==> src/rtl/alu_reservation_station_if.sv <==
// Dispatch / writeback / issue bundle for the ALU reservation station.
// The RS is the slave; dispatch, writeback and the ALU drive the master side.
interface alu_reservation_station_if #(
  parameter int RS_DEPTH     = 4,
  parameter int LOG_RS_DEPTH = $clog2(RS_DEPTH) + 1
);
  logic                    dispatch_valid;
  logic [47:0]             dispatch_struct;
  logic                    dispatch_ready;
  logic [1:0]              WB_valid;
  logic [1:0][5:0]         WB_phys_reg_tag;
  logic                    issue_valid;
  logic                    issue_ready;
  logic [3:0]              issue_op;
  logic                    issue_itype;
  logic [5:0]              issue_source_0_tag;
  logic [5:0]              issue_source_1_tag;
  logic [5:0]              issue_dest_phys_reg_tag;
  logic [15:0]             issue_imm16;
  logic [4:0]              issue_ROB_index;
  logic                    flush;
  logic [LOG_RS_DEPTH-1:0] count;

  modport master (
    output dispatch_valid, dispatch_struct, WB_valid, WB_phys_reg_tag, issue_ready, flush,
    input  dispatch_ready, issue_valid, issue_op, issue_itype, issue_source_0_tag,
           issue_source_1_tag, issue_dest_phys_reg_tag, issue_imm16, issue_ROB_index, count
  );

  modport slave (
    input  dispatch_valid, dispatch_struct, WB_valid, WB_phys_reg_tag, issue_ready, flush,
    output dispatch_ready, issue_valid, issue_op, issue_itype, issue_source_0_tag,
           issue_source_1_tag, issue_dest_phys_reg_tag, issue_imm16, issue_ROB_index, count
  );
endinterface

==> src/rtl/alu_reservation_station.sv <==
// Age-ordered collapsing reservation station feeding one ALU pipeline.
// Entry 0 is oldest; issue picks the lowest-index entry whose needed sources
// are ready, and everything above the issued slot slides down one place.
// Source byte layout: {needed, ready, phys_reg_tag[5:0]}.
module alu_reservation_station #(
  parameter int RS_DEPTH     = 4,
  parameter int LOG_RS_DEPTH = $clog2(RS_DEPTH) + 1
) (
  input logic                     CLK,
  input logic                     RST,
  alu_reservation_station_if.slave bus
);
  localparam int SEL_W = $clog2(RS_DEPTH);

  typedef struct packed {
    logic       needed;
    logic       ready;
    logic [5:0] tag;
  } src_t;

  typedef struct packed {
    logic [3:0]  op;
    logic        itype;
    src_t        source_0;
    src_t        source_1;
    logic [5:0]  dest_phys_reg_tag;
    logic [15:0] imm16;
    logic [4:0]  ROB_index;
  } rs_entry_t;

  rs_entry_t [RS_DEPTH-1:0] ent_q, ent_d, woken, shifted;
  rs_entry_t                incoming;
  logic [RS_DEPTH-1:0]      elig;
  logic [SEL_W-1:0]         sel;
  logic                     any_elig;
  logic                     issue_fire, dispatch_fire;
  logic [LOG_RS_DEPTH-1:0]  count_q, count_d, enq_slot;

  // Both buses hitting the same tag simply set ready once; unneeded sources stay untouched.
  function automatic src_t wake_src(input src_t s, input logic [1:0] wv,
                                    input logic [1:0][5:0] wt);
    src_t r;
    r = s;
    for (int w = 0; w < 2; w++)
      if (s.needed && wv[w] && (wt[w] == s.tag)) r.ready = 1'b1;
    return r;
  endfunction

  function automatic rs_entry_t wake_ent(input rs_entry_t e, input logic [1:0] wv,
                                         input logic [1:0][5:0] wt);
    rs_entry_t r;
    r          = e;
    r.source_0 = wake_src(e.source_0, wv, wt);
    r.source_1 = wake_src(e.source_1, wv, wt);
    return r;
  endfunction

  // Eligibility and oldest-ready selection look only at registered ready bits,
  // so a writeback can never reach issue in the same cycle.
  always_comb begin
    elig     = '0;
    sel      = '0;
    any_elig = 1'b0;
    for (int i = 0; i < RS_DEPTH; i++)
      elig[i] = (LOG_RS_DEPTH'(i) < count_q) &&
                (!ent_q[i].source_0.needed || ent_q[i].source_0.ready) &&
                (!ent_q[i].source_1.needed || ent_q[i].source_1.ready);
    for (int i = RS_DEPTH - 1; i >= 0; i--)
      if (elig[i]) begin
        sel      = SEL_W'(i);
        any_elig = 1'b1;
      end
  end

  assign bus.dispatch_ready = (count_q < LOG_RS_DEPTH'(RS_DEPTH));
  assign bus.issue_valid    = any_elig && !bus.flush;
  assign issue_fire         = bus.issue_valid && bus.issue_ready;
  assign dispatch_fire      = bus.dispatch_valid && bus.dispatch_ready && !bus.flush;
  assign bus.count          = count_q;

  // Next entry array: wakeup everywhere, collapse above the issued slot, then
  // drop the (bypass-woken) dispatch into the youngest slot.
  always_comb begin
    incoming = wake_ent(rs_entry_t'(bus.dispatch_struct), bus.WB_valid, bus.WB_phys_reg_tag);
    for (int i = 0; i < RS_DEPTH; i++)
      woken[i] = wake_ent(ent_q[i], bus.WB_valid, bus.WB_phys_reg_tag);
    for (int i = 0; i < RS_DEPTH - 1; i++)
      shifted[i] = woken[i+1];
    shifted[RS_DEPTH-1] = woken[RS_DEPTH-1];
    enq_slot = count_q - LOG_RS_DEPTH'(issue_fire);
    ent_d    = woken;
    for (int i = 0; i < RS_DEPTH; i++) begin
      if (issue_fire && (SEL_W'(i) >= sel)) ent_d[i] = shifted[i];
      if (dispatch_fire && (LOG_RS_DEPTH'(i) == enq_slot)) ent_d[i] = incoming;
    end
    if (bus.flush) count_d = '0;
    else count_d = count_q + LOG_RS_DEPTH'(dispatch_fire) - LOG_RS_DEPTH'(issue_fire);
  end

  // State register; flush only needs to zero the count since it defines validity.
  always_ff @(posedge CLK or posedge RST) begin
    if (RST) begin
      ent_q   <= '0;
      count_q <= '0;
    end else begin
      ent_q   <= ent_d;
      count_q <= count_d;
    end
  end

  // Issue data mirrors the selected entry and is forced to zero when nothing is offered.
  always_comb begin
    bus.issue_op                = '0;
    bus.issue_itype             = 1'b0;
    bus.issue_source_0_tag      = '0;
    bus.issue_source_1_tag      = '0;
    bus.issue_dest_phys_reg_tag = '0;
    bus.issue_imm16             = '0;
    bus.issue_ROB_index         = '0;
    if (bus.issue_valid) begin
      bus.issue_op                = ent_q[sel].op;
      bus.issue_itype             = ent_q[sel].itype;
      bus.issue_source_0_tag      = ent_q[sel].source_0.tag;
      bus.issue_source_1_tag      = ent_q[sel].source_1.tag;
      bus.issue_dest_phys_reg_tag = ent_q[sel].dest_phys_reg_tag;
      bus.issue_imm16             = ent_q[sel].imm16;
      bus.issue_ROB_index         = ent_q[sel].ROB_index;
    end
  end
endmodule
==> src/flat_wrapper.sv <==
// flat-port wrapper written by rule: the top's interface ports become plain ports
module alu_reservation_station_flat 
#(
  parameter int RS_DEPTH     = 4,
  parameter int LOG_RS_DEPTH = $clog2(RS_DEPTH) + 1
)
  (CLK, RST, bus_dispatch_valid, bus_dispatch_struct, bus_WB_valid, bus_WB_phys_reg_tag, bus_issue_ready, bus_flush, bus_dispatch_ready, bus_issue_valid, bus_issue_op, bus_issue_itype, bus_issue_source_0_tag, bus_issue_source_1_tag, bus_issue_dest_phys_reg_tag, bus_issue_imm16, bus_issue_ROB_index, bus_count);
  alu_reservation_station_if #(.RS_DEPTH(RS_DEPTH), .LOG_RS_DEPTH(LOG_RS_DEPTH)) bus_i ();
  input logic CLK;
  input logic RST;
  input wire logic [$bits(bus_i.dispatch_valid)-1:0] bus_dispatch_valid;
  input wire logic [$bits(bus_i.dispatch_struct)-1:0] bus_dispatch_struct;
  input wire logic [$bits(bus_i.WB_valid)-1:0] bus_WB_valid;
  input wire logic [$bits(bus_i.WB_phys_reg_tag)-1:0] bus_WB_phys_reg_tag;
  input wire logic [$bits(bus_i.issue_ready)-1:0] bus_issue_ready;
  input wire logic [$bits(bus_i.flush)-1:0] bus_flush;
  output wire logic [$bits(bus_i.dispatch_ready)-1:0] bus_dispatch_ready;
  output wire logic [$bits(bus_i.issue_valid)-1:0] bus_issue_valid;
  output wire logic [$bits(bus_i.issue_op)-1:0] bus_issue_op;
  output wire logic [$bits(bus_i.issue_itype)-1:0] bus_issue_itype;
  output wire logic [$bits(bus_i.issue_source_0_tag)-1:0] bus_issue_source_0_tag;
  output wire logic [$bits(bus_i.issue_source_1_tag)-1:0] bus_issue_source_1_tag;
  output wire logic [$bits(bus_i.issue_dest_phys_reg_tag)-1:0] bus_issue_dest_phys_reg_tag;
  output wire logic [$bits(bus_i.issue_imm16)-1:0] bus_issue_imm16;
  output wire logic [$bits(bus_i.issue_ROB_index)-1:0] bus_issue_ROB_index;
  output wire logic [$bits(bus_i.count)-1:0] bus_count;
  assign bus_i.dispatch_valid = bus_dispatch_valid;
  assign bus_i.dispatch_struct = bus_dispatch_struct;
  assign bus_i.WB_valid = bus_WB_valid;
  assign bus_i.WB_phys_reg_tag = bus_WB_phys_reg_tag;
  assign bus_i.issue_ready = bus_issue_ready;
  assign bus_i.flush = bus_flush;
  assign bus_dispatch_ready = bus_i.dispatch_ready;
  assign bus_issue_valid = bus_i.issue_valid;
  assign bus_issue_op = bus_i.issue_op;
  assign bus_issue_itype = bus_i.issue_itype;
  assign bus_issue_source_0_tag = bus_i.issue_source_0_tag;
  assign bus_issue_source_1_tag = bus_i.issue_source_1_tag;
  assign bus_issue_dest_phys_reg_tag = bus_i.issue_dest_phys_reg_tag;
  assign bus_issue_imm16 = bus_i.issue_imm16;
  assign bus_issue_ROB_index = bus_i.issue_ROB_index;
  assign bus_count = bus_i.count;
  alu_reservation_station #(.RS_DEPTH(RS_DEPTH), .LOG_RS_DEPTH(LOG_RS_DEPTH)) u_core (.CLK(CLK), .RST(RST), .bus(bus_i));
endmodule
==> config.mk <==
export PLATFORM = sky130hd
export DESIGN_NAME = alu_reservation_station_flat
export DESIGN_NICKNAME = d
export VERILOG_FILES = /design/src/rtl/alu_reservation_station_if.sv /design/src/rtl/alu_reservation_station.sv /design/src/flat_wrapper.sv
export SDC_FILE = /design/constraint.sdc
export NUM_CORES = 1
export LEC_CHECK = 0
export BUFFER_PORTS_ARGS = -buffer_cell sky130_fd_sc_hd__buf_2
export CAP_MARGIN = 20
export CORE_ASPECT_RATIO = 0.8
export CORE_MARGIN = 2
export CORE_UTILIZATION = 30
export DETAILED_ROUTE_END_ITERATION = 6
export PLACE_DENSITY_LB_ADDON = 0.12
export REMOVE_ABC_BUFFERS = 1
export SLEW_MARGIN = 15
export SYNTH_ARGS = -nofsm -noshare
export SYNTH_HDL_FRONTEND = slang
export SYNTH_SLANG_ARGS = --single-unit
==> constraint.sdc <==
create_clock -name CLK -period 16.9 [get_ports CLK]
set_input_delay 0 -clock CLK [delete_from_list [all_inputs] [get_ports CLK]]
set_output_delay 0 -clock CLK [all_outputs]
set_load 0.005 [all_outputs]
==> metrics <==
WP data required=17.24 ns; core area=39500 sq um; CTS buffer count=17; Rows=65; vias per inst=between 5 and 6; Hold Path Origin=bus_dispatch_struct[33]; worst path cell trace=inv_1 > ha_1 > nor2b_1 > or4_4 > a41o_2 > inv_1 > and2_1 > ha_1 > inv_1 > ha_1 > nand2_2 > buf_4 > mux2_2; nets@finish=1417; worst skew pair latency=around 0.46 ns; # IOs=approximately 120; routed wire length=42000 um; Critical Path Source=u_core.bus.count[2]$_DFF_PP0_; min Tclk post-route=4.65 ns; Crit path max-delay family=simple AND/OR/NAND/NOR gates; fmax=215 MHz; crit path DAT=4.99 ns; CTS Buffer Depth=2; Worst setup SP type=flop; DR pass1 iterations=5; Synth area leader=dfrtp_1; root buf cell=clkbuf_16; CP Buf/Inv Count=4; Placed Area=about 13000 sq um; Non-Filler Instances=1892; # DRC=0; CTS tree=built; WS Path Type=reg -> reg; pin count of the biggest net entering global routing=99; Slowest cell on crit path=or4_4; share of cells above drive strength 1=0.171; Die Y=183 um; Synth area leaders=dfrtp_1, mux2i_1, o21ai_0, xnor2_1, mux2_2; Placed Cells=about 1800; Syn Area/Cell=9.53 sq um; Fillers=just over 4000; leakage=0.00630 uW; number of global-route vias before repair=9765; library cells used by synthesis=45; Clock Skews=0.0151 ns; max-cap violations=0; final setup violation count=0; Pwr Density=193 nW/um^2; Post-Place Setup Slack=12.25 ns; Final Hold Fails=0; number of nets still failing antenna checks after routing=0; status=complete, no violations; Post-synth EDFFs=0; final setup margin=12.25 ns; Initial Utilization=0.304; Crit path largest cell delay=0.86 ns; asr flop ratio synth=1.00; R2R Path Start=u_core.bus.count[2]$_DFF_PP0_; Total GRT Usage=0.203; total die area=41700 sq um; ys flop type=dfrtp_1; WL/cell=22.2 um; Clock transition at path regs=0.07 ns; Mapped Area=approximately 12000 sq um; Max-slew headroom=0.241; buffers added on ports=roughly 120; Yosys Warn Count=0; crit-path max FO=47; accumulated negative setup slack=0 ns; routed vias=a little under 10000; CTS H-tree depth=4; Mapped Cells=1263; Pwr Total=2710 uW; RePlAce Congestion=0.789; Max Transition Viols Final=0; Period Utilization, post-route=0.275; initial antenna violation count=0; Inserted Diodes=0; HPWL Detailed=24100 um; Tightest Pin Transition=1.14 ns; Yosys top cell area share=0.406; Area growth syn-to-layout=16.3%; CP Capture Type=flop; Peak VDD IR=0.191 mV; Clock Sinks=195; DRT iter0 DRCs=around 610; global-route wire length before repair=64200 um; Final Cell Area=roughly 14000 sq um; DIE WIDTH=228 um; RSZ-0062 raised after global routing=false; global route overflow=0; Yosys reg bits=slightly below 200; sequential-to-total area share from yosys stat=0.406; Hold Path Class=in -> reg
cell usage in the layout (no fill, tap or decap), types with 3 or more instances in the layout:
cell           count
nor3_1            12
xnor2_1           71
mux2_2            46
clkbuf_1           3
a21oi_1           48
and3_1            44
a311oi_2           3
a211oi_1          44
nor3b_1            3
a311oi_1          41
o21ai_1            4
a41o_1             6
ha_1               6
inv_1              7
clkbuf_16         17
dfrtp_1          195
xor2_1            50
buf_2            115
o31ai_1            4
nand3_1           71
buf_4             18
nor2b_1            9
nand2_1          101
o21ai_0          136
nor4_1            24
nor2_1            48
clkbuf_8           4
dlygate4sd3_1     49
mux2i_1          138
power breakdown:
| part | switching (uW) | internal [uW] |
|---|---|---|
| logic | 862 | 523 |
| registers | 216 | 685 |
| clock network | 198 | 222 |
| total | 1280 | 1430 |
path summary, 6_finish.rpt:
kind,cells after the start,slack (ns),end
max,13,12.25,u_core.ent_q[157]$_DFFE_PP0N_
min,4,0.05,u_core.ent_q[81]$_DFF_PP0_
max reg2reg,13,12.25,u_core.ent_q[157]$_DFFE_PP0N_
min reg2reg,1,0.52,u_core.ent_q[158]$_DFFE_PP0N_
max in group asynchronous,4,15.36,u_core.ent_q[78]$_DFFE_PP0P_
min in group asynchronous,3,0.22,u_core.ent_q[68]$_DFFE_PP0P_
per-stage QoR:
step                       util  hold WS, ns
final                     0.354       0.0514
after global routing      0.354       0.0512
after CTS                 0.354       0.0301
after detailed placement  0.327        0.207
after global placement    0.327        0.208
after floorplan               -       0.0656
flip-flops by register name, indices dropped and copies added, names as in the netlist:
| signal | cells |
|---|---|
| u_core.ent_q | 192 |
| u_core.bus.count | 3 |
Yosys cell counts, types with 2 or more instances:
master      n
dfrtp_1   195
mux2i_1   138
o21ai_0   136
nand2_1   102
nand3_1    72
xnor2_1    71
clkbuf_1   67
xor2_1     50
nor2_1     49
a21oi_1    48
mux2_2     46
and3_1     45
a211oi_1   44
a311oi_1   41
buf_2      24
nor4_1     24
buf_1      12
nor3_1     12
nor2b_1    10
buf_4       9
buf_6       8
inv_1       8
a41o_1      7
ha_1        6
o21ai_1     6
o31ai_1     4
a311oi_2    3
and2_1      3
nor3b_1     3
nand2b_1    2
nor3_2      2
nor4bb_1    2
or3_1       2
tightest hold or removal path, cell delays in order:
cell	delay (ns)
buf_2	0.11
a41o_1	0.19
o21ai_0	0.10
o31ai_1	0.07
cell type report:
class / count / area, sq um / area share
Sequential cell: 195 / 4880 / 0.349
Clock buffer: 24 / 492 / 0.0351
Multi-Input combinational cell: 939 / 6630 / 0.473
Timing Repair Buffer: 182 / 1200 / 0.0858
Tap cell: 536 / 671 / 0.0479
Inverter: 8 / 37.5 / 0.00268
Clock inverter: 8 / 91.3 / 0.00653
kinds of logic after synthesis:
group           count (synthesis)  share of synthesized area
fa+ha+maj                       7                    0.00790
buf+inv                       129                     0.0506
xor+xnor                      121                     0.0881
compound gates                293                      0.153
mux                           184                      0.158
flops                         195                      0.406
simple gates                  334                      0.137
timing repair:
| action | CTS | global route |
|---|---|---|
| hold buffers | 49 | 0 |
| buffers inserted | 0 | 0 |
| endpoints found under the hold margin | 285 | 0 |
| gates resized for setup | 0 | 0 |
per-layer routing:
metal  GRT usage  part of all wire
met5           0                 0
met4      0.0408            0.0081
met3      0.0333             0.042
met2       0.301              0.43
met1       0.309              0.52
(Power assumes the default switching activity.)
